===== config.mk =====
export PLATFORM = sky130hd
export DESIGN_NAME = hold_timer
export DESIGN_NICKNAME = d
export VERILOG_FILES = /design/src/rtl/nand4_stim_checker_hold_timer.sv
export SDC_FILE = /design/constraint.sdc
export NUM_CORES = 1
export LEC_CHECK = 0
export BUFFER_PORTS_ARGS = -buffer_cell sky130_fd_sc_hd__buf_4
export CELL_PAD_IN_SITES_DETAIL_PLACEMENT = 1
export CELL_PAD_IN_SITES_GLOBAL_PLACEMENT = 1
export CORE_AREA = 5 5 42 44
export CTS_CLUSTER_DIAMETER = 30
export DETAILED_ROUTE_END_ITERATION = 8
export DIE_AREA = 0 0 47 49
export HOLD_SLACK_MARGIN = 0.03
export PLACE_DENSITY_LB_ADDON = 0.1
export SLEW_MARGIN = 15
export SYNTH_ARGS = -nofsm -noshare
export SYNTH_HDL_FRONTEND = slang
export SYNTH_SLANG_ARGS = --single-unit

===== constraint.sdc =====
create_clock -name i_clk -period 3.3 [get_ports i_clk]
set_input_delay 0.33 -clock i_clk [delete_from_list [all_inputs] [get_ports i_clk]]
set_output_delay 0.33 -clock i_clk [all_outputs]
set_load 0.03 [all_outputs]

===== src/rtl/nand4_stim_checker_hold_timer.sv =====
// Hold-window timer: counts 0..HOLD_CYCLES-1 while enabled and pulses expire on the last count.
module hold_timer #(
    parameter int CNT_W       = 8,
    parameter int HOLD_CYCLES = 4
) (
    input  logic i_clk,
    input  logic i_rst_n,
    input  logic i_clear,
    input  logic i_enable,
    output logic o_expire
);

    localparam logic [CNT_W-1:0] LAST_CNT = CNT_W'(HOLD_CYCLES - 1);

    logic [CNT_W-1:0] count_q;
    logic [CNT_W-1:0] count_d;

    assign o_expire = i_enable && (count_q == LAST_CNT);

    always_comb begin
        count_d = count_q;
        if (i_clear) begin
            count_d = '0;
        end else if (i_enable) begin
            count_d = o_expire ? '0 : count_q + CNT_W'(1);
        end
    end

    always_ff @(posedge i_clk or negedge i_rst_n) begin
        if (!i_rst_n) begin
            count_q <= '0;
        end else begin
            count_q <= count_d;
        end
    end

endmodule


==> impl_metrics.env <==
export IMPL_status="complete, no violations"
export IMPL_min_period_ns=2.00
export IMPL_cap_violations=0
export IMPL_grt_overflow_total=0
export IMPL_required_ns=2.97
export IMPL_crit_fanout=5
export IMPL_clkTransAtPathRegs_ns=0.06
export IMPL_yosysWarnings=0
export IMPL_synth_seq_cells=8
export IMPL_tightest_slew_ns=0.499
export IMPL_final_cell_mix="8 x dfrtp_1, 7 x nand2_1"
export IMPL_wl_per_cell_um=15.6
export IMPL_max_slew_margin_pct=66.6
export IMPL_crit_slowest_cell="dfrtp_1"
export IMPL_hold_path_class="input port to flip-flop"
export IMPL_grt_start_max_net_pins=9
export IMPL_nets=64
export IMPL_clk_latency_ns=0.25
export IMPL_initial_utilization_pct=31.3
export IMPL_p_total_w=0.000198
export IMPL_critPathBufInv=1
export IMPL_setup_viol=0
export IMPL_cts_root_buf="clkbuf_4"
export IMPL_vias_per_cell=5.17
export IMPL_rsz0062_at_grt="false"
export IMPL_area_growth_pct=18.8
export IMPL_die_w_um=47
export IMPL_synth_nets=54
export IMPL_drtPass1Iterations=2
export IMPL_reg2reg_depth=5
export IMPL_pin_count=5
export IMPL_stdcell_area_um2=522
export IMPL_grt_pass1_wl_um=1930
export IMPL_antenna_cells=0
export IMPL_die_y_um=49
export IMPL_dieArea_um2=2300
export IMPL_yosysSeqAreaShare_pct=45.6
export IMPL_final_antenna_net_count=0
export IMPL_p_leak_nw=0.233
export IMPL_syn_area_um2=439
export IMPL_antenna_found_initial=0
export IMPL_reg_top3="count_q x8"
export IMPL_avgSynthCellArea_um2=9.15
export IMPL_rrSetupSlack_ns=1.73
export IMPL_routabilityCongestion=0.793
export IMPL_nFillCells=181
export IMPL_path_class="flip-flop to output pin"
export IMPL_max_freq_mhz=500
export IMPL_top_register="count_q"
export IMPL_finish_utilization_pct=37.2
export IMPL_fin_skew_ns=0.00436
export IMPL_holdPathStages=2
export IMPL_critical_path_max_stage_delay_ns=0.43
export IMPL_layout_commonest_cell="dfrtp_1"
export IMPL_slew_viol_final=0
export IMPL_yosysUniqueCellTypes=17
export IMPL_path_cells="ha_1, nor4b_1, and3_1, buf_4"
export IMPL_min_to="count_q[4]"
export IMPL_crit_path_start_kind="flip-flop"
export IMPL_drc_errors=0
export IMPL_place_area_um2=489
export IMPL_powerDensity_nw_per_um2=380
export IMPL_numCtsBuffers=3
export IMPL_core_region_area_um2=1400
export IMPL_end_kind="output pin"
export IMPL_first_global_vias=400
export IMPL_syn_inst=48
export IMPL_hpwl_um=857
export IMPL_drt_total_wl_um=1120
export IMPL_hold_violations=0
export IMPL_arrival_ns=1.67
export IMPL_fin_setup_tns_ns=0
export IMPL_rows=14
export IMPL_grt_usage_pct=12.3
export IMPL_drt_iter0_drc=4
export IMPL_reg2reg_to="count_q[7]"
export IMPL_cts_buffer_depth=2
export IMPL_largest_reg_flops=8
export IMPL_crit_family="simple AND/OR/NAND/NOR gates"
export IMPL_period_share_pct=60.6
export IMPL_vdd_drop_max_mv=0.184
export IMPL_cts_tree="yes"
export IMPL_worstHoldStart="i_clear"
export IMPL_numClockSinks=8
export IMPL_vias=372
export IMPL_htreeDepth=1
export IMPL_portBuffers=4
export IMPL_rr_startpoint="count_q[0]"
export IMPL_drive_gt1_share_pct=14.3
## worst max-delay path by stage
| stage | start | to | slack (ns) | depth (start not counted) |
|---|---|---|---|---|
| 2_1_floorplan | count_q[0] | o_expire | 1.72 | 3 |
| 3_3_place_gp | count_q[0] | o_expire | 1.67 | 4 |
| 3_5_place_dp | count_q[0] | o_expire | 1.60 | 4 |
| 4_1_cts | count_q[0] | o_expire | 1.32 | 4 |
| 5_1_grt | count_q[0] | o_expire | 1.14 | 4 |
| 6_report | count_q[0] | o_expire | 1.30 | 4 |
## per-layer routing
layer	part of all wire (%)	global-route usage, %	wire length, µm
met4	4.5	10.6	51
met3	4.4	4.43	49
met2	47	15.8	529
met1	44	15.4	492
met5	0	0	0
## power by group
group / internal, W / total (W) / switching (W)
logic: 0.00000709 / 0.0000174 / 0.0000103
registers: 0.000100 / 0.000104 / 0.00000343
clock network: 0.0000418 / 0.0000770 / 0.0000352
total: 0.000149 / 0.000198 / 0.0000489
## synthesized netlist by cell type (all sizes together)
cell type / count / area, µm²
and3: 2 / 12.5
o21ai: 5 / 25.0
nor4b: 1 / 8.76
inv: 1 / 3.75
nand2: 7 / 26.3
xnor2: 3 / 26.3
dfrtp: 8 / 200
nor3: 4 / 20.0
xor2: 2 / 17.5
a21bo: 1 / 10.0
nor2b: 1 / 6.26
nand3: 5 / 30.0
nor2: 4 / 15.0
or3: 2 / 12.5
ha: 2 / 25.0
## logic make-up (layout without fill, tap and decap cells)
kind of cell | count (synthesis) | count (layout) | share of synthesized area, %
AOI/OAI and AO/OA | 6 | 6 | 7.98
xor gates and xnor gates | 5 | 5 | 9.97
adders and majority gates | 2 | 2 | 5.70
buffers and inverters | 1 | 9 | 0.854
DFF | 8 | 8 | 45.6
and+or+nand+nor | 26 | 26 | 29.9
## layout make-up
| type | instances | area (µm²) | area share (%) |
|---|---|---|---|
| Timing Repair Buffer | 5 | 40.0 | 7.67 |
| Multi-Input combinational cell | 39 | 235 | 45.1 |
| Inverter | 1 | 3.75 | 0.719 |
| Tap cell | 16 | 20.0 | 3.84 |
| Sequential cell | 8 | 200 | 38.4 |
| Clock buffer | 3 | 22.5 | 4.32 |
## stage by stage
step	std cells	worst slack, ns	hold slack [ns]
2_1_floorplan	48	1.72	0.0344
3_3_place_gp	68	1.67	0.154
3_5_place_dp	68	1.60	0.157
4_1_cts	72	1.32	0.262
5_1_grt	72	1.14	0.266
6_report	72	1.30	0.276
## repair_timing
action / in CTS / in global routing
setup buffers: 0 / 0
endpoints found under the hold margin: 8 / 0
hold buffers: 1 / 0
gates resized for setup: 0 / 0
Power figures use the tool's default switching activity.
